### src/rtl/regfile_write_arbiter.sv
// Two-source register-file writeback arbiter: per-source FIFOs, round-robin grant,
// registered write port, and a pending-destination mask for decode stalls.

module rfwa_fifo #(
  parameter int ADDR_W = 5,
  parameter int DATA_W = 64,
  parameter int DEPTH  = 2
) (
  input  logic              clk,
  input  logic              rst_n,
  input  logic              valid_i,
  input  logic [ADDR_W-1:0] rd_i,
  input  logic [DATA_W-1:0] data_i,
  input  logic              pop_i,
  output logic              ready_o,
  output logic              nonempty_o,
  output logic [ADDR_W-1:0] head_rd_o,
  output logic [DATA_W-1:0] head_data_o,
  output logic [31:0]       pend_o
);
  localparam int PW = (DEPTH > 1) ? $clog2(DEPTH) : 1;
  localparam int CW = PW + 1;

  logic [DEPTH-1:0][ADDR_W-1:0] rd_q;
  logic [DEPTH-1:0][DATA_W-1:0] data_q;
  logic [PW-1:0]                wptr_q, rptr_q;
  logic [CW-1:0]                cnt_q, cnt_d;
  logic [DEPTH-1:0]             occ;
  logic                         push;

  assign ready_o     = cnt_q < CW'(DEPTH);
  // x0 writes are acknowledged but dropped here so they never occupy a slot
  assign push        = valid_i & ready_o & (rd_i != '0);
  assign nonempty_o  = cnt_q != '0;
  assign head_rd_o   = rd_q[rptr_q];
  assign head_data_o = data_q[rptr_q];

  always_comb begin
    cnt_d = cnt_q;
    case ({push, pop_i})
      2'b10:   cnt_d = cnt_q + CW'(1);
      2'b01:   cnt_d = cnt_q - CW'(1);
      default: cnt_d = cnt_q;
    endcase
  end

  always_ff @(posedge clk) begin
    if (!rst_n) begin
      cnt_q  <= '0;
      wptr_q <= '0;
      rptr_q <= '0;
    end else begin
      cnt_q <= cnt_d;
      if (push)  wptr_q <= wptr_q + PW'(1);
      if (pop_i) rptr_q <= rptr_q + PW'(1);
    end
  end

  always_ff @(posedge clk) begin
    if (push) begin
      rd_q[wptr_q]   <= rd_i;
      data_q[wptr_q] <= data_i;
    end
  end

  // slot i is live when its distance from the read pointer is below the count
  always_comb begin
    occ = '0;
    for (int i = 0; i < DEPTH; i++)
      occ[i] = {1'b0, PW'(i) - rptr_q} < cnt_q;
  end

  always_comb begin
    pend_o = '0;
    for (int i = 0; i < DEPTH; i++)
      for (int r = 1; r < 32; r++)
        if (occ[i] && rd_q[i] == ADDR_W'(r)) pend_o[r] = 1'b1;
  end
endmodule

module regfile_write_arbiter #(
  parameter int DATA_W = 64,
  parameter int ADDR_W = 5,
  parameter int DEPTH  = 2
) (
  input  logic              clk,
  input  logic              rst_n,
  input  logic              req0_valid,
  output logic              req0_ready,
  input  logic [ADDR_W-1:0] req0_rd,
  input  logic [DATA_W-1:0] req0_data,
  input  logic              req1_valid,
  output logic              req1_ready,
  input  logic [ADDR_W-1:0] req1_rd,
  input  logic [DATA_W-1:0] req1_data,
  output logic [ADDR_W-1:0] rf_write_reg,
  output logic [DATA_W-1:0] rf_write_data,
  output logic              rf_reg_write_en,
  output logic [31:0]       pending_mask,
  output logic              idle
);
  localparam int NREQ = 2;

  logic [NREQ-1:0]             vld, rdy, nonempty, gnt;
  logic [NREQ-1:0][ADDR_W-1:0] rd_in, head_rd;
  logic [NREQ-1:0][DATA_W-1:0] data_in, head_data;
  logic [NREQ-1:0][31:0]       pend;
  logic [31:0]                 stage_pend;

  logic              en_q;
  logic              last_q, last_d;
  logic [ADDR_W-1:0] wreg_q, wreg_d;
  logic [DATA_W-1:0] wdata_q, wdata_d;

  assign vld     = {req1_valid, req0_valid};
  assign rd_in   = {req1_rd, req0_rd};
  assign data_in = {req1_data, req0_data};
  assign req0_ready = rdy[0];
  assign req1_ready = rdy[1];

  for (genvar g = 0; g < NREQ; g++) begin : g_req
    rfwa_fifo #(.ADDR_W(ADDR_W), .DATA_W(DATA_W), .DEPTH(DEPTH)) u_fifo (
      .clk         (clk),
      .rst_n       (rst_n),
      .valid_i     (vld[g]),
      .rd_i        (rd_in[g]),
      .data_i      (data_in[g]),
      .pop_i       (gnt[g]),
      .ready_o     (rdy[g]),
      .nonempty_o  (nonempty[g]),
      .head_rd_o   (head_rd[g]),
      .head_data_o (head_data[g]),
      .pend_o      (pend[g])
    );
  end

  // under contention the side that did not win last time goes next
  assign gnt[0] = nonempty[0] & (~nonempty[1] | last_q);
  assign gnt[1] = nonempty[1] & (~nonempty[0] | ~last_q);

  always_comb begin
    wreg_d  = wreg_q;
    wdata_d = wdata_q;
    last_d  = last_q;
    if (gnt[0]) begin
      wreg_d  = head_rd[0];
      wdata_d = head_data[0];
      last_d  = 1'b0;
    end else if (gnt[1]) begin
      wreg_d  = head_rd[1];
      wdata_d = head_data[1];
      last_d  = 1'b1;
    end
  end

  always_ff @(posedge clk) begin
    if (!rst_n) begin
      en_q    <= 1'b0;
      wreg_q  <= '0;
      wdata_q <= '0;
      last_q  <= 1'b1;
    end else begin
      en_q    <= |gnt;
      wreg_q  <= wreg_d;
      wdata_q <= wdata_d;
      last_q  <= last_d;
    end
  end

  always_comb begin
    stage_pend = '0;
    for (int r = 1; r < 32; r++)
      if (en_q && wreg_q == ADDR_W'(r)) stage_pend[r] = 1'b1;
  end

  assign rf_write_reg    = wreg_q;
  assign rf_write_data   = wdata_q;
  assign rf_reg_write_en = en_q;
  assign pending_mask    = (pend[0] | pend[1] | stage_pend) & ~32'd1;
  assign idle            = ~nonempty[0] & ~nonempty[1] & ~en_q;
endmodule

### config.mk
export PLATFORM = sky130hd
export DESIGN_NAME = regfile_write_arbiter
export DESIGN_NICKNAME = d
export VERILOG_FILES = /design/src/rtl/regfile_write_arbiter.sv
export SDC_FILE = /design/constraint.sdc
export NUM_CORES = 1
export LEC_CHECK = 0
export BUFFER_PORTS_ARGS = -buffer_cell sky130_fd_sc_hd__buf_4
export CORE_MARGIN = 2
export CORE_UTILIZATION = 35
export CTS_BUF_LIST = sky130_fd_sc_hd__clkbuf_4 sky130_fd_sc_hd__clkbuf_8
export CTS_CLUSTER_DIAMETER = 120
export CTS_CLUSTER_SIZE = 10
export DETAILED_ROUTE_END_ITERATION = 10
export SKIP_CTS_REPAIR_TIMING = 1
export SLEW_MARGIN = 40
export SYNTH_ARGS = -nofsm -noshare
export SYNTH_HDL_FRONTEND = slang
export SYNTH_SLANG_ARGS = --single-unit
### constraint.sdc
create_clock -name clk -period 5.5 [get_ports clk]
set_input_delay 1.1 -clock clk [delete_from_list [all_inputs] [get_ports clk]]
set_output_delay 1.1 -clock clk [all_outputs]
set_load 0.1 [all_outputs]
Word-level counts from Yosys, hierarchy flattened

Cells that the tools add are included.
Widths: inputs -> output; s select.

Register bits after elaboration: 355
Input port bits: 142
Output and inout bits: 105
Logic and storage cells: 565

Add/subtract/negate cells: 12
$lt $le $gt $ge: 12
Equal/unequal tests: 159
Multiplexer cells: 183
Bitwise operators: 16
Reduce and logical (&&, ||, !) cells: 165

Operators with widths:

| operator            | number |
|---|---|
| $mux 64             | 8 |
| $eq 5x5->1 const B  | 80 |
| $bwmux 128          | 2 |
| $eq 5x4->1 const B  | 40 |
| $logic_and 1x1->1   | 157 |
| $mux 1              | 157 |
| $demux 64 s1        | 2 |
| $eq 5x3->1 const B  | 20 |
| $or 32x32->32       | 2 |
| $eq 5x2->1 const B  | 10 |
| $mux 5              | 8 |
| $eq 5x1->1 const B  | 5 |
| $bwmux 10           | 2 |
| $demux 5 s1         | 2 |
| $reduce_bool 2->1   | 5 |
| $reduce_bool 5->1   | 2 |
| $and 1x1->1         | 8 |
| $lt 1x2->1          | 4 |
| $lt 1x2->1 const B  | 4 |
| $pmux 2 s2          | 2 |
| $add 1x1->1 const B | 4 |
| $add 2x1->2 const B | 2 |
| $eq 2x1->1 const B  | 2 |
| $eq 2x2->1 const B  | 2 |
| 7 further kinds     | 17 |

Depth between registers and ports, before layout

Depth after elaboration: 7
Mapped depth: 9
Gate-level depth less buffers: 6

Cells and area by module

From an unflattened synthesis, not the netlist that was laid out.

Cell total of the unflattened synthesis: 950
Area, all modules: 14,442.6 µm²

Modules (own cells, without submodules):

| module                | instances | cells an instance | area an instance (µm²) | sequential area each (µm²) |
|---|---|---|---|---|
| rfwa_fifo             | 2         | 319               | 5,642.9                | 4,224.1 |
| regfile_write_arbiter | 1         | 312               | 3,156.8                | 1,421.4 |

Worst setup path before layout

OpenSTA, ideal clock, no wires.

Path kind: register -> register
Start: register g_req[1].u_fifo.cnt_q[1]
End: register g_req[1].u_fifo.data_q[0] in the netlist's numbering (enable)
Setup time: 0.497 ns
Arrival: 4.365 ns
Data required time: 5.003 ns
Setup slack: 0.638 ns
Stages on the path, launching flop included: 5
Buffers on the path: 1
Period minus slack after synthesis: 4.862 ns
Path through: dfxtp_1 -> buf_2 -> inv_1 -> o211ai_2 -> nor2_1

Longest elaborated chain between the ends: 3

RTL lines:

| element                       | line | source |
|---|---|---|
| start, declared               | 27   | `logic [CW-1:0] cnt_q, cnt_d;` |
| start signal, assigned        | 53   | `cnt_q <= cnt_d;` |
| $lt 2x2->1                    | 31   | `assign ready_o = cnt_q < CW'(DEPTH);` |
| net req1_ready                | 93   | `output logic req1_ready,` |
| $and 1x1->1 (2 in a row)      | 33   | `assign push = valid_i & ready_o & (rd_i != '0);` |
| end signal, assigned by index | 62   | `data_q[wptr_q] <= data_i;` |
| end, declared                 | 25   | `logic [DEPTH-1:0][DATA_W-1:0] data_q;` |

The timed path passes the listed nets, and every way through them passes these cells.
A chain may end at the register's enable or synchronous reset.

Worst setup path after layout

Start: register g_req[0].u_fifo.rptr_q
End: output pending_mask[23]

Longest elaborated chain between the ends: 7
Elaborated cells on any way between the ends: 10
Classes of those cells: 2 x add/sub; 2 x order compare; 2 x mux; 2 x bitwise; 2 x reduce/logical

RTL lines:

| element                        | line | source |
|---|---|---|
| start, declared                | 26   | `logic [PW-1:0] wptr_q, rptr_q;` |
| start signal, assigned         | 55   | `if (pop_i) rptr_q <= rptr_q + PW'(1);` |
| $sub 1x1->1                    | 70   | `occ[i] = {1'b0, PW'(i) - rptr_q} < cnt_q;` |
| $lt 1x2->1                     | 70   |  |
| $logic_and 1x1->1              | 77   | `if (occ[i] && rd_q[i] == ADDR_W'(r)) pend_o[r] = 1'b1;` |
| $mux 1                         | 77   |  |
| $mux 1 (*)                     | 77   |  |
| $or 32x32->32 (*) (2 in a row) | 179  | `assign pending_mask = (pend[0] \| pend[1] \| stage_pend) & ~32'd1;` |
| end, declared                  | 99   | `output logic [31:0] pending_mask,` |

Mark *: on every way between the ends. The rest lies on a longest branch, timed or not.

==> reports/results.txt <==
Routability-driven placement finished with a final weighted congestion of 0.941. After clock tree synthesis, the clock-pin slew on the worst setup and hold paths is 0.07 ns. The min-delay analysis places its worst path in the category flip-flop to flip-flop. After detailed routing, the total wire length is 43.5 mm. Yosys mapped a number of flops with a built-in enable equal to 276. Using the TritonRoute via totals, the vias-per-cell ratio works out to 5.38.

For the pin with the worst max-slew slack, the measured transition is 0.856 ns. For this design the static power due to leakage is 0.00629 uW. The sort of element at the start of the critical path is a flip-flop.

Setup violations remaining at the end of the flow were counted as 0. The clock passes through at most 3 buffers. On the final layout, the worst hold slack is 0.457 ns. The register with the most flip-flops in the layout has 256 of them. In this run the core area contains 74 standard-cell rows. Sequential cells were found to cover 67.3% of the synthesized design area. The synthesized design contains 355 register bits.

Once the floorplan was initialized, standard cells occupied 35.6% of the core. The total count of hold-check failures in the final report was 0; the placeable core area was 41100 sq um. The Yosys step of the flow raised 0 warnings. The die is 209 microns tall. Once layout is complete, the utilization of the core stands at 43.5%. Ranked by total cell area, the synthesized netlist is headed by sky130_fd_sc_hd__edfxtp_1 57%, sky130_fd_sc_hd__dfxtp_1 11%, sky130_fd_sc_hd__mux2i_1 4.7%. Cell taking the most area after synthesis: sky130_fd_sc_hd__edfxtp_1.

The violation count after the first detailed-route iteration was 610. The total number of vias came out at 10.1k. Fill cells in the final layout number 3842. The repair_antennas step left the layout with diodes totalling 0. For this run, the total global-route usage over all layers was measured as 19.5%. Half-perimeter wire length after placement: 28.5 mm. The tree is rooted in a sky130_fd_sc_hd__clkbuf_8. Once detail routing completed, the nets flagged for antenna violations numbered 0. The run gives 2 as the maximum level of the CTS H-tree.

Before CTS, the worst setup slack after placement is 2.07 ns. Synthesis produced 1084 cells. The tools report the clock skew as 0.0276 ns. The slack of the critical path is 1.47 ns, and the clock sink count is 355. Timing would allow up to 248 MHz. Capturing element type of the critical path: a primary output. The share of synthesized registers carrying an async set or reset came out at 0%. The number of buffers created by CTS was 41. The tightest slew margin relative to the limit is 43.0%. Number of distinct library cell variants in the gate-level netlist after synthesis: 61.

The run gives 4 as the number of antenna violations at the first check in global routing. The flow ran to the end, and the final reports show no timing, DRC or antenna violations. Setup repair after global routing left no endpoint under its margin. Number of global-route vias before repair: 10.2k. The total power draw was 9570 uW; the number of nets produced by synthesis was 1228. The number of input and output port buffers inserted came out at 245. More flip-flops sit in one register than any other, and that register is g_req.u_fifo.data_q.

TritonCTS built the clock tree. 247 I/O pins were placed. Each instance of the synthesized netlist takes up on average 13.5 sq um. The reported max-cap violation count was 0; the max-slew violation total from the final report was 0. For the peak supply drop, the log shows 0.356 mV.

Area added between synthesis and finish: 22.1%. The required time reported for the critical path endpoint was 4.40 ns; the arrival time of data at the critical path endpoint was 2.93 ns. The time the worst path needs with I/O delays and setup came out at 4.03 ns. The total overflow left after global routing is 0. The area fraction of the dominant cell type after synthesis came out at 56.6%. The number of nets in the layout came out at 1457. Entering global routing, the biggest net connects 84 pins. In the final routed layout, each cell accounts on average for 23.2 microns. Clock latency on the worst-skew pair, taken at its later pin, is 0.57 ns. The floorplan step set the die width to 209 microns. In this run the worst path has a maximum fanout of 25. Power density over the cells: 535 nW/um^2. The length of the first detailed-routing pass in iterations was 5. The period utilization is 73.3%. The most used flip-flop cell after synthesis is sky130_fd_sc_hd__edfxtp_1. The run gives 0 ns as the total negative slack.

The critical path in this run is classified as flip-flop to primary output. The area enclosed by the die boundary was 43500 sq um; the global-route wire length before repair was 64.6 mm. The synthesized area was 14700 sq um.

Cells with a size suffix above 1 make up 30.3% of the layout. After detailed routing, the number of remaining DRC violations is 0.
## logic make-up after synthesis
logic type / after synthesis / synth area share (%)
AOI/OAI and AO/OA: 234 / 11.7
xor gates and xnor gates: 8 / 0.478
adders and majority gates: 2 / 0.171
buffers and inverters: 83 / 2.63
DFF: 355 / 67.3
muxes: 113 / 8.09
other: 1 / 0.0256
and+or+nand+nor: 288 / 9.56
## report_power, final
group | internal, uW | switching [uW] | leakage, uW
clock network | 929 | 914 | 0.000447
registers | 3460 | 321 | 0.00323
logic | 1050 | 2900 | 0.00261
total | 5440 | 4130 | 0.00629
## critical path, cell delays in order (launching register included)
cell                       delay (ns)
sky130_fd_sc_hd__dfxtp_4         0.65
sky130_fd_sc_hd__a21oi_2         0.22
sky130_fd_sc_hd__nor4bb_1        0.75
sky130_fd_sc_hd__a22oi_1         0.14
sky130_fd_sc_hd__o211ai_1        0.21
sky130_fd_sc_hd__buf_4           0.35
## Yosys cell counts, types with 12 or more instances
master                      number
sky130_fd_sc_hd__clkbuf_1       34
sky130_fd_sc_hd__o22ai_1        50
sky130_fd_sc_hd__nor2b_1        38
sky130_fd_sc_hd__o221ai_1       12
sky130_fd_sc_hd__nor2_1         97
sky130_fd_sc_hd__nand2b_1       15
sky130_fd_sc_hd__a21oi_1        52
sky130_fd_sc_hd__nand2_1        66
sky130_fd_sc_hd__a2111oi_1      20
sky130_fd_sc_hd__edfxtp_1      276
sky130_fd_sc_hd__dfxtp_1        79
sky130_fd_sc_hd__nor3_1         14
sky130_fd_sc_hd__mux2_2         44
sky130_fd_sc_hd__mux2i_1        69
sky130_fd_sc_hd__a2111oi_0      27
sky130_fd_sc_hd__nand3_1        20
sky130_fd_sc_hd__buf_2          25
## cell type report
type	count	area [sq um]	area share, %
tap	532	666	3.72
multi-input combinational	646	4470	25.0
clock inverter	2	15.0	0.0839
clock buffer	73	817	4.57
timing repair buffer	261	2010	11.2
inverter	8	31.3	0.175
sequential	355	9880	55.2
## layout by cell type (no fill, tap or decap), types with 6 or more instances in the layout
cell type,n
sky130_fd_sc_hd__nor3_1,14
sky130_fd_sc_hd__a211o_1,6
sky130_fd_sc_hd__a221oi_1,8
sky130_fd_sc_hd__nand3_1,20
sky130_fd_sc_hd__o22ai_1,50
sky130_fd_sc_hd__nand2_1,66
sky130_fd_sc_hd__nor2b_1,38
sky130_fd_sc_hd__a2111oi_1,20
sky130_fd_sc_hd__inv_1,7
sky130_fd_sc_hd__a21oi_1,50
sky130_fd_sc_hd__mux2i_1,69
sky130_fd_sc_hd__buf_6,8
sky130_fd_sc_hd__edfxtp_1,276
sky130_fd_sc_hd__clkbuf_4,30
sky130_fd_sc_hd__o21ai_0,9
sky130_fd_sc_hd__xnor2_1,6
sky130_fd_sc_hd__a22oi_1,9
sky130_fd_sc_hd__nand2b_1,15
sky130_fd_sc_hd__mux2_2,44
sky130_fd_sc_hd__a221o_1,6
sky130_fd_sc_hd__clkbuf_8,43
sky130_fd_sc_hd__o211ai_1,9
sky130_fd_sc_hd__nor2_1,92
sky130_fd_sc_hd__o221ai_1,12
sky130_fd_sc_hd__dfxtp_1,77
sky130_fd_sc_hd__a2111oi_0,27
sky130_fd_sc_hd__buf_4,251
## stage by stage
stage	std cells	cell area [sq um]
floorplan	1084	14700
detailed placement	1802	17000
global route	1877	17900
CTS	1877	17900
global placement	1799	17000
finish	1877	17900
## metal layers
| metal | global-route usage (%) | wire length, microns | share of wire, % | vias to the layer above |
|---|---|---|---|---|
| met5 | 0 | 57 | 0.13 | - |
| met4 | 5.67 | 1050 | 2.4 | 8 |
| met3 | 5.17 | 3240 | 7.4 | 84 |
| met2 | 31.7 | 20400 | 47 | 364 |
| met1 | 25.7 | 18700 | 43 | 5006 |
| li1 | - | - | - | 4644 |
## path summary, 6_finish.rpt
kind	start	to	slack, ns	depth (start not counted)
min reg2reg	rf_write_data[60]	rf_write_data[60]	0.46	2
max	g_req[0].u_fifo.rptr_q	pending_mask[23]	1.47	5
min	rf_write_data[60]	rf_write_data[60]	0.46	2
max reg2reg	g_req[1].u_fifo.cnt_q[1]	g_req[1].u_fifo.data_q[17]	2.92	4
(Power assumes the default switching activity.)
